[src/rtl/sp_ram_param.sv]
`default_nettype none
// ============================================================================
// Module      : sp_ram_param
// Description : Parametrised single-port synchronous RAM with byte-lane write
//               enables, selectable read-during-write mode and post-reset clear.
// Revision    : 1.0 - initial release
// ============================================================================
module sp_ram_param #(
    parameter int DATA_W       = 16,
    parameter int BYTE_W       = 8,
    parameter int ADDR_W       = 8,
    parameter int DEPTH        = 256,
    parameter int RW_MODE      = 0,
    parameter int CLEAR_ON_RST = 1
) (
    input  logic                       clk,
    input  logic                       rst,
    input  logic                       ce,
    input  logic                       we,
    input  logic [DATA_W/BYTE_W-1:0]   be,
    input  logic [ADDR_W-1:0]          addr,
    input  logic [DATA_W-1:0]          din,
    output logic [DATA_W-1:0]          dout,
    output logic                       rd_valid,
    output logic                       busy,
    output logic                       err
);

    localparam int                c_nb    = DATA_W / BYTE_W;
    localparam logic [ADDR_W:0]   c_depth = (ADDR_W + 1)'(DEPTH);
    localparam logic [ADDR_W-1:0] c_last  = ADDR_W'(DEPTH - 1);

    typedef enum logic [0:0] {
        S_CLEAR = 1'b0,
        S_IDLE  = 1'b1
    } state_t;

    localparam state_t c_init_state = (CLEAR_ON_RST != 0) ? S_CLEAR : S_IDLE;
    localparam logic   c_init_busy  = (CLEAR_ON_RST != 0);

    state_t             r_state;
    logic [ADDR_W-1:0]  r_clr_ptr;
    logic               r_busy;
    logic [DATA_W-1:0]  r_dout;
    logic               r_rd_valid;
    logic               r_err;
    logic [DATA_W-1:0]  r_mem [DEPTH];

    logic               w_addr_ok;
    logic               w_accept;
    logic               w_reject;
    logic [DATA_W-1:0]  w_rd_word;
    logic [DATA_W-1:0]  w_merged;

    assign w_addr_ok = ({1'b0, addr} < c_depth);
    assign w_accept  = ce & ~r_busy & w_addr_ok;
    assign w_reject  = ce & (r_busy | ~w_addr_ok);
    assign w_rd_word = r_mem[addr];

    // Lanes with be cleared keep the stored byte, giving the post-merge word.
    generate
        for (genvar i = 0; i < c_nb; i++) begin : g_lane
            assign w_merged[i*BYTE_W +: BYTE_W] = be[i] ? din[i*BYTE_W +: BYTE_W]
                                                        : w_rd_word[i*BYTE_W +: BYTE_W];
        end
    endgenerate

    // Clear path and user path are mutually exclusive through r_busy.
    always_ff @(posedge clk) begin
        if (r_busy) begin
            r_mem[r_clr_ptr] <= '0;
        end else if (w_accept && we) begin
            r_mem[addr] <= w_merged;
        end
    end

    always_ff @(posedge clk or posedge rst) begin
        if (rst) begin
            r_state    <= c_init_state;
            r_clr_ptr  <= '0;
            r_busy     <= c_init_busy;
            r_dout     <= '0;
            r_rd_valid <= 1'b0;
            r_err      <= 1'b0;
        end else begin
            r_rd_valid <= 1'b0;
            r_err      <= w_reject;
            case (r_state)
                S_CLEAR: begin
                    r_clr_ptr <= r_clr_ptr + 1'b1;
                    if (r_clr_ptr == c_last) begin
                        r_state <= S_IDLE;
                        r_busy  <= 1'b0;
                    end
                end
                default: begin
                    if (w_accept) begin
                        if (!we) begin
                            r_dout     <= w_rd_word;
                            r_rd_valid <= 1'b1;
                        end else if (RW_MODE == 0) begin
                            r_dout     <= w_rd_word;
                            r_rd_valid <= 1'b1;
                        end else if (RW_MODE == 1) begin
                            r_dout     <= w_merged;
                            r_rd_valid <= 1'b1;
                        end
                    end
                end
            endcase
        end
    end

    assign dout     = r_dout;
    assign rd_valid = r_rd_valid;
    assign busy     = r_busy;
    assign err      = r_err;

endmodule
`default_nettype wire

[config.mk]
export PLATFORM = sky130hd
export DESIGN_NAME = sp_ram_param
export DESIGN_NICKNAME = d
export VERILOG_FILES = /design/src/rtl/sp_ram_param.sv
export SDC_FILE = /design/constraint.sdc
export NUM_CORES = 2
export LEC_CHECK = 0
export CORE_MARGIN = 2
export CORE_UTILIZATION = 35
export CTS_BUF_LIST = sky130_fd_sc_hd__clkbuf_4 sky130_fd_sc_hd__clkbuf_8 sky130_fd_sc_hd__clkbuf_16
export DETAILED_ROUTE_END_ITERATION = 16
export SYNTH_ARGS = -nofsm -noshare
export SYNTH_HDL_FRONTEND = slang
export SYNTH_SLANG_ARGS = --single-unit
[constraint.sdc]
create_clock -name clk -period 14.2 [get_ports clk]
set_clock_uncertainty 0.2 [all_clocks]
set_input_delay 3.55 -clock clk [delete_from_list [all_inputs] [get_ports clk]]
set_output_delay 3.55 -clock clk [all_outputs]
set_load 0.05 [all_outputs]
======== Word-level counts from Yosys, hierarchy flattened ========
Memories as Yosys holds them, arrays and structs flattened.
Index checks and enable logic that the tools add are counted.
storage, ports and cells
  register bits ........................... 28
  RAM bits ................................ 4096
  memories ................................ 1
operators by class
  add/sub/neg operators ................... 1
  eq/ne operators ......................... 1
  multiplexer cells ....................... 14
  bitwise logic cells ..................... 4
  reduce and logical (&&, ||, !) cells .... 4
memory list
  name   words  width  read ports  clocked after Yosys merged registers in  write ports  RTL line  source
  r_mem  256    16     1           0                                        1            47        logic [DATA_W-1:0] r_mem [DEPTH];
operators with widths
  cell                 number
  $mux 8               3
  $mux 16              1
  $reduce_or 16->1     1
  $mux 1               10
  $add 8x1->8 const B  1
  $eq 8x8->1 const B   1
  $reduce_and 2->1     2
  $and 1x1->1          2
  $not 1->1            2
  $logic_and 1x1->1    1

======== Longest topological paths before layout ========
  depth after elaboration ................. 8
  gate-level depth with buffers ........... 14
  gate-level depth less buffers ........... 7

======== Least setup slack after synthesis ========
Ideal clock, no wire load.
  kind .................................... in2reg
  start ................................... input addr[1]
  end ..................................... memory r_mem[0][3], data pin
  data arrival time ....................... 15.591 ns
  data required time ...................... 11.759 ns
  setup slack ............................. -3.832 ns
  stages on the path ...................... 12
  buffers on the path ..................... 5
  cell sequence ........................... buf_4 -> buf_6 -> buf_4 -> inv_1 -> buf_2 -> buf_2 -> nor2_1 -> nor2_1 -> o22ai_1 -> a221oi_1 -> a31oi_1 -> o31ai_1
between the ends
  word-level cells in the longest chain between the ends .. 3
ends and longest elaborated chain
  what                      RTL line  source
  start, declared           21        input logic [ADDR_W-1:0] addr,
  $mem_v2 256x16            n/a
  $mux 8                    63        assign w_merged[i*BYTE_W +: BYTE_W] = be[i] ? din[i*BYTE_W +: BYTE_W]
  $mux 16 (no source line)  n/a
  end, declared             47
No other way between the ends.

======== Worst setup path after layout ========
  start ................................... input addr[1]
  end ..................................... memory r_mem[188][2], data pin
Same word-level chain as after synthesis.

==> results_tabular.tex <==
\begin{tabular}{lr}
\hline
Metric & Value \\
\hline
\multicolumn{2}{l}{\textbf{Floorplanning}} \\
\quad Die width & 678 um \\
\quad \# rows & 247 \\
\quad Die area & 0.460 mm\^{}2 \\
\quad Core area & 0.453 mm\^{}2 \\
\quad Die Y-Extent & 678 um \\
\quad Starting density of the core & 35.1\% \\
\quad Ports placed on the boundary & 49 \\
\multicolumn{2}{l}{\textbf{Detailed routing}} \\
\quad Mean number of vias per cell & 5.77 \\
\quad Wire length reported by the detailed router & 466000 um \\
\quad DRC violations left & 0 \\
\quad DRT antenna net count & 0 \\
\quad Number of vias in the routed layout & 81.6k \\
\quad DR pass1 iterations & 8 \\
\quad Violation count after the first detailed-routing iteration & 12.3k \\
\quad Wire length per cell after detailed routing & 33.0 um \\
\multicolumn{2}{l}{\textbf{Yosys}} \\
\quad Ys async rst share & 0.679\% \\
\quad Average cell area after synthesis & 21.6 um\^{}2 \\
\quad Syn Nets & 7380 \\
\quad Area contributors post-synth & sky130\_fd\_sc\_hd\_\_edfxtp\_1 (77\%), sky130\_fd\_sc\_hd\_\_mux4\_2 (13\%), sky130\_fd\_sc\_hd\_\_mux2i\_1 (1.7\%) \\
\quad \#FFs+latches synth & 4124 \\
\quad Post-synth EDFFs & 4096 \\
\quad Share of the yosys chip area belonging to registers & 77.7\% \\
\quad Post-Syn Area & 0.159 mm\^{}2 \\
\quad Library cell with the largest summed area after synthesis & sky130\_fd\_sc\_hd\_\_edfxtp\_1 \\
\quad Synthesis warning total & 0 \\
\quad Number of standard cells after synthesis & 7349 \\
\quad Count of cell types in the netlist & 79 \\
\quad Most used flip-flop cell after synthesis & sky130\_fd\_sc\_hd\_\_edfxtp\_1 \\
\quad Post-synth top area share & 77.3\% \\
\multicolumn{2}{l}{\textbf{Cells and area}} \\
\quad Non-filler instance count after layout & 14.1k \\
\quad Filler Cell Count & 39.4k \\
\quad Relative area change from synthesis to final layout & 14.1\% \\
\quad Fin area & 0.182 mm\^{}2 \\
\quad Final Util & 40.1\% \\
\quad Nets@finish & 7852 \\
\quad Fraction of layout cells with a size suffix above 1 & 26.7\% \\
\multicolumn{2}{l}{\textbf{Worst hold path}} \\
\quad Hold wc startpoint & dout[7] \\
\quad Hold Path Sink & dout[7] \\
\quad Cell depth of the worst min-delay path & 2 \\
\quad Hold/Removal Path Class & reg2reg \\
\multicolumn{2}{l}{\textbf{Run status}} \\
\quad Violated checks & max-capacitance violations, max-slew violations \\
\quad Outcome & finished, violations left \\
\multicolumn{2}{l}{\textbf{Pwr}} \\
\quad Worst VDD drop & 0.103 mV \\
\quad Power density over the cells & 140 mW/mm\^{}2 \\
\quad Static leakage & 57.3 nW \\
\multicolumn{2}{l}{\textbf{Run}} \\
\quad Max-cap violation count & 4 \\
\multicolumn{2}{l}{\textbf{Clock tree}} \\
\quad Source-to-sink clock delay at the later pin of the worst-skew pair & 990 ps \\
\quad Clock root buffer master & sky130\_fd\_sc\_hd\_\_clkbuf\_16 \\
\quad TritonCTS sink count & 4124 \\
\quad CTS tree & yes \\
\quad Clock-pin transition on the worst setup and hold timing paths & 60 ps \\
\quad Post-CTS Resized & 0 \\
\quad Clock Path Buffers & 4 \\
\quad H-tree level count & 5 \\
\quad Total setup buffers inserted after CTS & 0 \\
\quad Cts-stage hold buffer count & 0 \\
\quad Num CTS Buffers & 414 \\
\multicolumn{2}{l}{\textbf{Critical path}} \\
\quad Count of buffer and inverter cells on the critical path & 5 \\
\quad Crit-path most repeated cell & sky130\_fd\_sc\_hd\_\_buf\_4 \\
\quad Reg-to-reg startpoint & busy \\
\quad Worst reg-to-reg path cell count & 7 \\
\quad Top fanout value on the critical path & 105 \\
\quad Cell class contributing the biggest share of worst-path delay & buffers and inverters \\
\quad Critical path cell sequence & buf\_8, buf\_12, nand2b\_1, buf\_4, o22ai\_1, or3\_1, a41oi\_1, o22ai\_1, nand3\_1, nand2\_4, buf\_4, buf\_4 \\
\quad Worst Setup Start Kind & input pin \\
\quad Crit. End Element & flop \\
\quad CP Data Required Time & 14560 ps \\
\quad Worst reg2reg endpoint & r\_mem[236][15] \\
\quad Slowest Stage Delay on Critical Path & 1000 ps \\
\quad Flop-to-flop setup slack & 8180 ps \\
\quad WS Path Type & in2reg \\
\quad Arrival time at the worst endpoint & 10100 ps \\
\quad Crit path max-delay cell type & sky130\_fd\_sc\_hd\_\_o22ai\_1 \\
\multicolumn{2}{l}{\textbf{Placed design}} \\
\quad Post-placement setup slack & 3950 ps \\
\quad Placed wire-length estimate & 277000 um \\
\quad Dpl cell area & 0.168 mm\^{}2 \\
\quad Buffers on Ports & 48 \\
\quad Placed Instances & 13.4k \\
\quad Routability-driven placement congestion ratio & 0.918 \\
\multicolumn{2}{l}{\textbf{Timing}} \\
\quad Number of failing setup endpoints in the final timing report & 0 \\
\quad Final Hold Fails & 0 \\
\quad Setup repair after global routing missed its margin & false \\
\quad Slew at the pin closest to its max-slew limit & 1590 ps \\
\quad Worst slew margin relative to its limit & -6.66\% \\
\quad Final period util & 68.6\% \\
\quad Minimum clock period after layout & 9740 ps \\
\quad Highest achievable clock rate & 0.103 GHz \\
\quad Fin worst setup slack & 4460 ps \\
\quad Total count of max-transition violations in the final report & 3 \\
\multicolumn{2}{l}{\textbf{Global route}} \\
\quad Vias in the first global route & 80.2k \\
\quad Largest net degree at the start of global routing & 257 \\
\quad Aggregate global routing overflow & 0 \\
\quad Initial antenna violation count & 22 \\
\quad Aggregate global-route resource usage & 19.7\% \\
\quad Wire length of the first global-routing pass & 643000 um \\
\quad GR Layer Usage met3 & 4.30\% \\
\quad GR peak layer & met2 \\
\quad Grt met2 use & 30.7\% \\
\quad Met1 Track Usage GR & 26.6\% \\
\hline
\end{tabular}
worst min-delay path: cells and delay by family, from the launching register on:
family	cells	cell delay (ps)
DFF	1	360
and+or+nand+nor	2	110
how the worst max path moves through the flow:
stage                    endpoint  slack, ps  depth (start not counted)     from
floorplan            r_mem[0][14]      -3740                         13  addr[1]
global placement    r_mem[176][2]       4110                         12  addr[0]
detailed placement  r_mem[184][2]       3950                         12  addr[0]
CTS                 r_mem[176][2]       4910                         12  addr[0]
global route        r_mem[188][2]       4370                         12  addr[0]
finish              r_mem[188][2]       4460                         12  addr[1]
stage by stage:
| step | hold slack (ps) | power (mW) | setup TNS [ps] |
|---|---|---|---|
| detailed placement | 289 | 14.9 | 0 |
| floorplan | 305 | 14.5 | -4403310 |
| finish | 297 | 25.4 | 0 |
| global placement | 285 | 14.9 | 0 |
| CTS | 303 | 25.5 | 0 |
| global route | 319 | 26.0 | 0 |
metal layers:
metal / vias up / part of all wire [%]
met5: - / 0.0081
met3: 874 / 10
met4: 6 / 5.0
li1: 31900 / -
met1: 44200 / 39
met2: 4591 / 46
flip-flops by register name, summed over array words and instances, names as in the netlist:
| signal | flops |
|---|---|
| r_state | 1 |
| rd_valid | 1 |
| r_clr_ptr | 8 |
| busy | 1 |
| dout | 16 |
| err | 1 |
| r_mem | 4096 |
power by group:
group	total, mW	switching, mW	internal, mW
logic	1.26	0.879	0.382
clock network	10.7	4.64	6.05
registers	13.4	0.00113	13.4
total	25.4	5.52	19.9
area by class of cell:
| type | instances | area, um^2 | area share [%] |
|---|---|---|---|
| Multi-Input combinational cell | 2785 | 33100 | 18.2 |
| Clock buffer | 511 | 11200 | 6.16 |
| Tap cell | 5976 | 7480 | 4.12 |
| Sequential cell | 4124 | 124000 | 68.1 |
| Timing Repair Buffer | 488 | 4010 | 2.21 |
| Clock inverter | 247 | 2070 | 1.14 |
| Antenna cell | 10 | 25.0 | 0.0138 |
| Inverter | 8 | 40.0 | 0.0220 |
cell usage after synthesis (29+ instances only):
master / number
sky130_fd_sc_hd__a211oi_1: 48
sky130_fd_sc_hd__a21oi_1: 95
sky130_fd_sc_hd__a22oi_1: 113
sky130_fd_sc_hd__a31oi_1: 42
sky130_fd_sc_hd__buf_2: 133
sky130_fd_sc_hd__buf_4: 110
sky130_fd_sc_hd__buf_6: 61
sky130_fd_sc_hd__clkbuf_1: 102
sky130_fd_sc_hd__edfxtp_1: 4096
sky130_fd_sc_hd__mux2_2: 32
sky130_fd_sc_hd__mux2i_1: 269
sky130_fd_sc_hd__mux4_2: 926
sky130_fd_sc_hd__nand2_1: 269
sky130_fd_sc_hd__nand3_1: 72
sky130_fd_sc_hd__nor2_1: 335
sky130_fd_sc_hd__nor3_1: 33
sky130_fd_sc_hd__o211ai_1: 29
sky130_fd_sc_hd__o21ai_0: 47
sky130_fd_sc_hd__o22ai_1: 150
cell usage in the layout (no fill, tap or decap), types with 10 or more instances in the layout:
master / netlist / final
sky130_fd_sc_hd__a2111oi_0: 11 / 11
sky130_fd_sc_hd__a211o_1: 14 / 14
sky130_fd_sc_hd__a211oi_1: 48 / 48
sky130_fd_sc_hd__a21oi_1: 95 / 95
sky130_fd_sc_hd__a221oi_1: 22 / 22
sky130_fd_sc_hd__a22oi_1: 113 / 113
sky130_fd_sc_hd__a31oi_1: 42 / 42
sky130_fd_sc_hd__and2_1: 13 / 12
sky130_fd_sc_hd__and3_1: 10 / 10
sky130_fd_sc_hd__buf_12: 3 / 17
sky130_fd_sc_hd__buf_4: 110 / 426
sky130_fd_sc_hd__bufinv_16: 0 / 25
sky130_fd_sc_hd__clkbuf_16: 0 / 418
sky130_fd_sc_hd__clkbuf_4: 0 / 89
sky130_fd_sc_hd__clkdlybuf4s50_1: 0 / 41
sky130_fd_sc_hd__clkinv_1: 0 / 101
sky130_fd_sc_hd__clkinv_2: 0 / 82
sky130_fd_sc_hd__clkinvlp_4: 0 / 15
sky130_fd_sc_hd__dfrtp_1: 27 / 27
sky130_fd_sc_hd__diode_2: 0 / 10
sky130_fd_sc_hd__edfxtp_1: 4096 / 4096
sky130_fd_sc_hd__mux2_2: 32 / 32
sky130_fd_sc_hd__mux2i_1: 269 / 269
sky130_fd_sc_hd__mux4_2: 926 / 926
sky130_fd_sc_hd__nand2_1: 269 / 265
sky130_fd_sc_hd__nand2b_1: 22 / 22
sky130_fd_sc_hd__nand3_1: 72 / 70
sky130_fd_sc_hd__nand3b_1: 12 / 12
sky130_fd_sc_hd__nor2_1: 335 / 276
sky130_fd_sc_hd__nor2_2: 1 / 48
sky130_fd_sc_hd__nor2_4: 0 / 12
sky130_fd_sc_hd__nor2b_1: 19 / 16
sky130_fd_sc_hd__nor3_1: 33 / 31
sky130_fd_sc_hd__nor4_1: 22 / 20
sky130_fd_sc_hd__o211ai_1: 29 / 29
sky130_fd_sc_hd__o21ai_0: 47 / 43
sky130_fd_sc_hd__o221ai_1: 27 / 27
sky130_fd_sc_hd__o22ai_1: 150 / 150
sky130_fd_sc_hd__o31ai_1: 24 / 17
cells by family after synthesis:
family	synth area share, %
XOR/XNOR	0.0385
buffers and inverters	1.73
flip-flops	77.7
multiplexers	15.1
adder cells (fa/ha/maj)	0.00786
AO/OA/AOI/OAI	3.04
AND/OR/NAND/NOR	2.35
(Power assumes the default switching activity.)
